==> src/rtl/mem_arbiter.sv <==
`default_nettype none
// ============================================================================
// mem_arbiter : grants the byte-serial memory controller to fetch, load/store
//               or prefetch with fixed priority, starvation relief and aborts.
// Revision    : 1.0 - initial release
// ============================================================================
module mem_arbiter #(
   parameter int                ADDR_W       = 32,
   parameter int                DATA_W       = 32,
   parameter int                STARVE_LIMIT = 8,
   parameter logic [ADDR_W-1:0] IO_BASE      = 32'h30000
) (
   input  logic              clk,
   input  logic              rst,
   input  logic              rdy,
   input  logic              flush,
   input  logic              uart_full,
   input  logic              if_req,
   input  logic [ADDR_W-1:0] if_addr,
   output logic              if_done,
   output logic [DATA_W-1:0] if_rdata,
   input  logic              lsb_req,
   input  logic              lsb_we,
   input  logic [2:0]        lsb_width,
   input  logic [ADDR_W-1:0] lsb_addr,
   input  logic [DATA_W-1:0] lsb_wdata,
   output logic              lsb_done,
   output logic [DATA_W-1:0] lsb_rdata,
   input  logic              pf_req,
   input  logic [ADDR_W-1:0] pf_addr,
   output logic              pf_done,
   output logic [DATA_W-1:0] pf_rdata,
   output logic              mc_en,
   output logic              mc_we,
   output logic [2:0]        mc_width,
   output logic [ADDR_W-1:0] mc_addr,
   output logic [DATA_W-1:0] mc_wdata,
   input  logic              mc_ok,
   input  logic [DATA_W-1:0] mc_rdata
);

   localparam logic [1:0] c_ST_IDLE  = 2'd0;
   localparam logic [1:0] c_ST_BUSY  = 2'd1;
   localparam logic [1:0] c_ST_DRAIN = 2'd2;

   localparam logic [1:0] c_OWN_IF  = 2'd0;
   localparam logic [1:0] c_OWN_LSB = 2'd1;
   localparam logic [1:0] c_OWN_PF  = 2'd2;

   localparam logic [3:0]        c_LIMIT  = 4'(STARVE_LIMIT);
   localparam logic [2:0]        c_WORD   = 3'd4;
   localparam logic [ADDR_W-1:0] c_IO_END = IO_BASE + ADDR_W'(8);

   logic [1:0]        r_state, w_state_nxt;
   logic [1:0]        r_owner, w_owner_nxt;
   logic [3:0]        r_starve, w_starve_nxt;
   logic              r_ok, w_ok_nxt;
   logic              w_grant, w_capture;
   logic              w_io_wr, w_lsb_ok, w_if_ok, w_pf_ok, w_owner_req, w_abort;
   logic              r_we;
   logic [2:0]        r_width;
   logic [ADDR_W-1:0] r_addr;
   logic [DATA_W-1:0] r_wdata, r_if_rdata, r_lsb_rdata, r_pf_rdata;

   assign w_io_wr  = lsb_we && (lsb_addr >= IO_BASE) && (lsb_addr < c_IO_END);
   assign w_lsb_ok = lsb_req && !(uart_full && w_io_wr);
   assign w_if_ok  = if_req && !flush;
   assign w_pf_ok  = pf_req && !flush;

   always_comb begin
      w_owner_req = 1'b0;
      case (r_owner)
         c_OWN_IF:  w_owner_req = if_req;
         c_OWN_LSB: w_owner_req = lsb_req;
         c_OWN_PF:  w_owner_req = pf_req;
         default:   w_owner_req = 1'b0;
      endcase
   end

   // Stores must complete, so flush only aborts fetch/prefetch ownership.
   assign w_abort = !w_owner_req || (flush && (r_owner != c_OWN_LSB));

   always_ff @(posedge clk) begin
      if (!rst) begin
         r_state     <= c_ST_IDLE;
         r_owner     <= c_OWN_IF;
         r_starve    <= 4'd0;
         r_ok        <= 1'b0;
         r_we        <= 1'b0;
         r_width     <= 3'd0;
         r_addr      <= '0;
         r_wdata     <= '0;
         r_if_rdata  <= '0;
         r_lsb_rdata <= '0;
         r_pf_rdata  <= '0;
      end else if (rdy) begin
         r_state  <= w_state_nxt;
         r_owner  <= w_owner_nxt;
         r_starve <= w_starve_nxt;
         r_ok     <= w_ok_nxt;
         if (w_grant) begin
            r_we    <= (w_owner_nxt == c_OWN_LSB) ? lsb_we    : 1'b0;
            r_width <= (w_owner_nxt == c_OWN_LSB) ? lsb_width : c_WORD;
            r_wdata <= (w_owner_nxt == c_OWN_LSB) ? lsb_wdata : '0;
            case (w_owner_nxt)
               c_OWN_LSB: r_addr <= lsb_addr;
               c_OWN_PF:  r_addr <= pf_addr;
               default:   r_addr <= if_addr;
            endcase
         end
         if (w_capture) begin
            case (r_owner)
               c_OWN_LSB: r_lsb_rdata <= mc_rdata;
               c_OWN_PF:  r_pf_rdata  <= mc_rdata;
               default:   r_if_rdata  <= mc_rdata;
            endcase
         end
      end
   end

   always_comb begin
      w_state_nxt  = r_state;
      w_owner_nxt  = r_owner;
      w_starve_nxt = r_starve;
      w_ok_nxt     = r_ok;
      w_grant      = 1'b0;
      w_capture    = 1'b0;
      case (r_state)
         c_ST_IDLE: begin
            w_ok_nxt = 1'b0;
            if (w_if_ok && (r_starve == c_LIMIT)) begin
               w_grant     = 1'b1;
               w_owner_nxt = c_OWN_IF;
            end else if (w_lsb_ok) begin
               w_grant     = 1'b1;
               w_owner_nxt = c_OWN_LSB;
            end else if (w_if_ok) begin
               w_grant     = 1'b1;
               w_owner_nxt = c_OWN_IF;
            end else if (w_pf_ok) begin
               w_grant     = 1'b1;
               w_owner_nxt = c_OWN_PF;
            end
            if (w_grant)
               w_state_nxt = c_ST_BUSY;
            if (!if_req)
               w_starve_nxt = 4'd0;
            else if (w_grant && (w_owner_nxt == c_OWN_IF))
               w_starve_nxt = 4'd0;
            else if (w_grant && (w_owner_nxt == c_OWN_LSB) && (r_starve != c_LIMIT))
               w_starve_nxt = r_starve + 4'd1;
         end
         c_ST_BUSY: begin
            // Abort is checked first so a coincident flush suppresses completion.
            if (w_abort) begin
               w_state_nxt = c_ST_DRAIN;
               w_ok_nxt    = 1'b0;
            end else if (mc_ok) begin
               w_state_nxt = c_ST_DRAIN;
               w_ok_nxt    = 1'b1;
               w_capture   = 1'b1;
            end
         end
         c_ST_DRAIN: w_state_nxt = c_ST_IDLE;
         default:    w_state_nxt = c_ST_IDLE;
      endcase
   end

   always_comb begin
      mc_en     = (r_state == c_ST_BUSY);
      mc_we     = r_we;
      mc_width  = r_width;
      mc_addr   = r_addr;
      mc_wdata  = r_wdata;
      if_done   = (r_state == c_ST_DRAIN) && r_ok && (r_owner == c_OWN_IF);
      lsb_done  = (r_state == c_ST_DRAIN) && r_ok && (r_owner == c_OWN_LSB);
      pf_done   = (r_state == c_ST_DRAIN) && r_ok && (r_owner == c_OWN_PF);
      if_rdata  = r_if_rdata;
      lsb_rdata = r_lsb_rdata;
      pf_rdata  = r_pf_rdata;
   end

endmodule
`default_nettype wire

==> config.mk <==
export PLATFORM = sky130hd
export DESIGN_NAME = mem_arbiter
export DESIGN_NICKNAME = d
export VERILOG_FILES = /design/src/rtl/mem_arbiter.sv
export SDC_FILE = /design/constraint.sdc
export NUM_CORES = 1
export LEC_CHECK = 0
export ABC_AREA = 0
export BUFFER_PORTS_ARGS = -buffer_cell sky130_fd_sc_hd__buf_2
export CORE_MARGIN = 8
export CORE_UTILIZATION = 47
export DETAILED_ROUTE_END_ITERATION = 6
export PLACE_DENSITY = 0.87
export SYNTH_ARGS = -nofsm -noshare
export SYNTH_HDL_FRONTEND = slang
export SYNTH_SLANG_ARGS = --single-unit
==> constraint.sdc <==
create_clock -name clk -period 3.75 [get_ports clk]
set_clock_uncertainty 0.2 [all_clocks]
set_input_delay 0.1875 -clock clk [delete_from_list [all_inputs] [get_ports clk]]
set_output_delay 0.1875 -clock clk [all_outputs]
set_load 0.05 [all_outputs]
==> impl_metrics.py <==
metrics = {
    "run_status": {
        "status": "complete, no violations",
    },
    "global_route": {
        "global_route.usage.total_pct": 27.9,
        "grt_overflow": 0,
        "initial_antenna_violation_count": 5,
        "first_global_vias": 8729,
        "wire_length_of_the_first_global_routing_pass_mm": 45.6,
        "grt_start_max_net_pins": 69,
    },
    "placed_design": {
        "io_buffers": 340,
        "detailedPlacementHpwl_mm": 18.9,
        "placer_congestion": 0.941,
    },
    "timing": {
        "setup_viol": 0,
        "report.final.hold_viol_count": 0,
        "fin_crit_sh_pct": 81.0,
        "maxSlewHeadroom_pct": 22.1,
        "setup_tns_ps": 0,
        "final_period_minus_worst_setup_slack_ps": 3040,
        "unrepaired_setup_endpoints_after_global_routing": "false",
        "worst_pin_slew_ps": 1170,
        "achievable-frequency_mhz": 329,
        "drv_slew": 0,
    },
    "drt": {
        "route.detailed.drc": 0,
        "vias": 8811,
        "first_pass_drt_iterations": 5,
        "final_antenna_net_count": 0,
        "route.final.wire_length_mm": 29.2,
        "drt_first_iter_violations": 682,
        "avgRoutedWirePerCell_um": 18.4,
        "vias_per_cell": 5.56,
    },
    "power_and_ir_drop": {
        "power_per_cell_area_nw_per_um2": 426,
        "max-vdd-ir-drop_uv": 289,
        "power_leakage_nw": 4.74,
        "totalPowerFinal_mw": 4.64,
    },
    "clock_network": {
        "htreeDepth": 4,
        "root_buffer": "sky130_fd_sc_hd__clkbuf_16",
        "clock_insertion_delay_worst_skew_ps": 410,
        "max-clock-path-buffers": 2,
        "cts_tree": "done",
        "setup_repair_bufs_after_cts": 0,
        "cts.clk_slew.worst_paths_ps": 70,
        "cts_buffers": 17,
        "clock_sinks": 173,
    },
    "die": {
        "die_span_x_um": 142,
        "num_rows": 46,
        "floorplan.die.height_um": 142,
        "core_area_um2": 15700,
        "io_pins": 341,
        "floorplan.initialDensity_pct": 47.7,
        "floorplan.die_area_um2": 20200,
    },
    "layout": {
        "final_layout_size_suffix_gt1_share_pct": 29.5,
        "layout-area-overhead-vs-synth_pct": 45.2,
        "fin_nets": 1525,
    },
    "synth": {
        "asyncSetResetFlopFracSynth_pct": 0,
        "synth_seq_area_share_pct": 46.2,
        "synth_ff_type": "sky130_fd_sc_hd__dfxtp_1",
        "synth_top_cells_by_count": "sky130_fd_sc_hd__nand2_1, sky130_fd_sc_hd__dfxtp_1, sky130_fd_sc_hd__a21oi_1",
        "post_synth_instance_area_um2": 7490,
        "count_of_flip_flops_with_a_built_in_enable_after_synthesis": 0,
        "yosysUniqueCellTypes": 41,
        "yosys_warnings": 0,
        "ys_top_cells_by_area": "sky130_fd_sc_hd__dfxtp_1, sky130_fd_sc_hd__nand2_1, sky130_fd_sc_hd__a21oi_1, sky130_fd_sc_hd__mux2i_1, sky130_fd_sc_hd__nand3_1",
        "yosys.area.top_type": "sky130_fd_sc_hd__dfxtp_1",
        "postSynthNetCount": 1137,
        "syn-instance-count": 956,
        "post_synth.cell_area_avg_um2": 7.84,
        "synth-seq-cells": 173,
        "netlist.area_leader.share_pct": 46.2,
        "yosys.cell_count.top_type": "sky130_fd_sc_hd__nand2_1",
    },
    "critical_path": {
        "cp-start-kind": "flip-flop",
        "crit_fanout": 32,
        "required_time_at_the_endpoint_of_the_critical_path_ps": 3880,
        "critical_path_arrival_ps": 3170,
        "cp-end-kind": "flip-flop",
        "timing_worst_setup_path_type": "reg -> reg",
    },
    "job": {
        "timing.max_cap.violations": 0,
    },
    "worst_hold_path": {
        "min_path_type": "in -> reg",
    },
}
[report_power, final]
group	switching [mW]	internal [mW]	total [mW]	leakage (nW)
Clock	0.781	1.09	1.87	0.311
Sequential	0.0351	1.89	1.92	1.40
Combinational	0.550	0.298	0.848	3.03
[metal layers]
| layer | vias up | global-route usage [%] | share of wire [%] |
|---|---|---|---|
| met5 | - | 0 | 0 |
| met4 | 0 | 14.2 | 4.0 |
| met3 | 103 | 8.65 | 12 |
| met2 | 620 | 46.2 | 48 |
| met1 | 4012 | 31.9 | 36 |
| li1 | 4076 | - | - |
[worst paths after layout]
check / from / end / slack (ps) / cells after the start
setup reg to reg: r_owner[1] / if_rdata[14] / 710 / 7
setup / recovery: r_owner[1] / if_rdata[14] / 710 / 7
hold reg to reg: lsb_rdata[23] / lsb_rdata[23] / 250 / 2
hold / removal: if_req / r_starve[2] / 30 / 3
[what timing repair did]
item	in CTS	in global routing
endpoints found under the hold margin	160	0
hold buffers	96	0
resized for setup	0	1
setup endpoints to repair	0	1
[sequential cells by signal (all words and copies together) (netlist names)]
signal     cells
if_rdata      32
lsb_rdata     32
mc_addr       32
mc_wdata      32
mc_we          1
mc_width       3
pf_rdata      32
r_ok           1
r_owner        2
r_starve       4
r_state        2
[area by class of cell]
| cell class | count | area [um2] |
|---|---|---|
| Inverter | 11 | 43.8 |
| Sequential cell | 173 | 3460 |
| Timing Repair Buffer | 454 | 2800 |
| Clock buffer | 18 | 439 |
| Antenna cell | 11 | 27.5 |
| Multi-Input combinational cell | 687 | 3650 |
| Tap cell | 216 | 270 |
| Clock inverter | 14 | 183 |
| Fill cell | 1199 | 4830 |
[cells by family (layout without fill, tap and decap cells)]
| family | after synthesis | after routing | synth area share [%] |
|---|---|---|---|
| flops | 173 | 173 | 46.2 |
| compound gates | 249 | 249 | 19.4 |
| fa+ha+maj | 8 | 8 | 1.34 |
| simple gates | 392 | 392 | 22.6 |
| buf+inv | 96 | 497 | 5.36 |
| mux | 38 | 38 | 5.08 |
| other cells | 0 | 11 | 0 |
[critical path, cell delays in order (launching register included)]
cell and delay, ps:
sky130_fd_sc_hd__dfxtp_1 370, sky130_fd_sc_hd__inv_1 100, sky130_fd_sc_hd__ha_1 240, sky130_fd_sc_hd__a222oi_1 500, sky130_fd_sc_hd__or4_4 240, sky130_fd_sc_hd__or3_1 880
sky130_fd_sc_hd__nand2_1 120, sky130_fd_sc_hd__a21oi_1 250
[cells in the final DEF, fill, tap and decap left out, types with 11 or more instances in the layout]
cell | synthesis | routed
sky130_fd_sc_hd__mux2i_1 | 38 | 38
sky130_fd_sc_hd__diode_2 | 0 | 11
sky130_fd_sc_hd__a21oi_1 | 130 | 130
sky130_fd_sc_hd__dfxtp_1 | 173 | 173
sky130_fd_sc_hd__o21ai_0 | 40 | 40
sky130_fd_sc_hd__a22oi_1 | 33 | 33
sky130_fd_sc_hd__nand2_1 | 273 | 273
sky130_fd_sc_hd__clkbuf_16 | 0 | 17
sky130_fd_sc_hd__o211ai_1 | 34 | 34
sky130_fd_sc_hd__buf_2 | 15 | 340
sky130_fd_sc_hd__buf_4 | 0 | 18
sky130_fd_sc_hd__dlygate4sd3_1 | 0 | 96
sky130_fd_sc_hd__nand3_1 | 71 | 71
[metrics by stage]
stage	utilization, %	cell area (um2)	hold slack (ps)	worst slack (ps)	cells
floorplan	-	7490	123	1030	956
global placement	58.9	9260	239	429	1445
detailed placement	58.9	9260	243	345	1445
CTS	69.0	10800	4.25	408	1573
global route	69.1	10900	50.0	496	1578
finish	69.2	10900	30.0	714	1584
(Power assumes the default switching activity.)
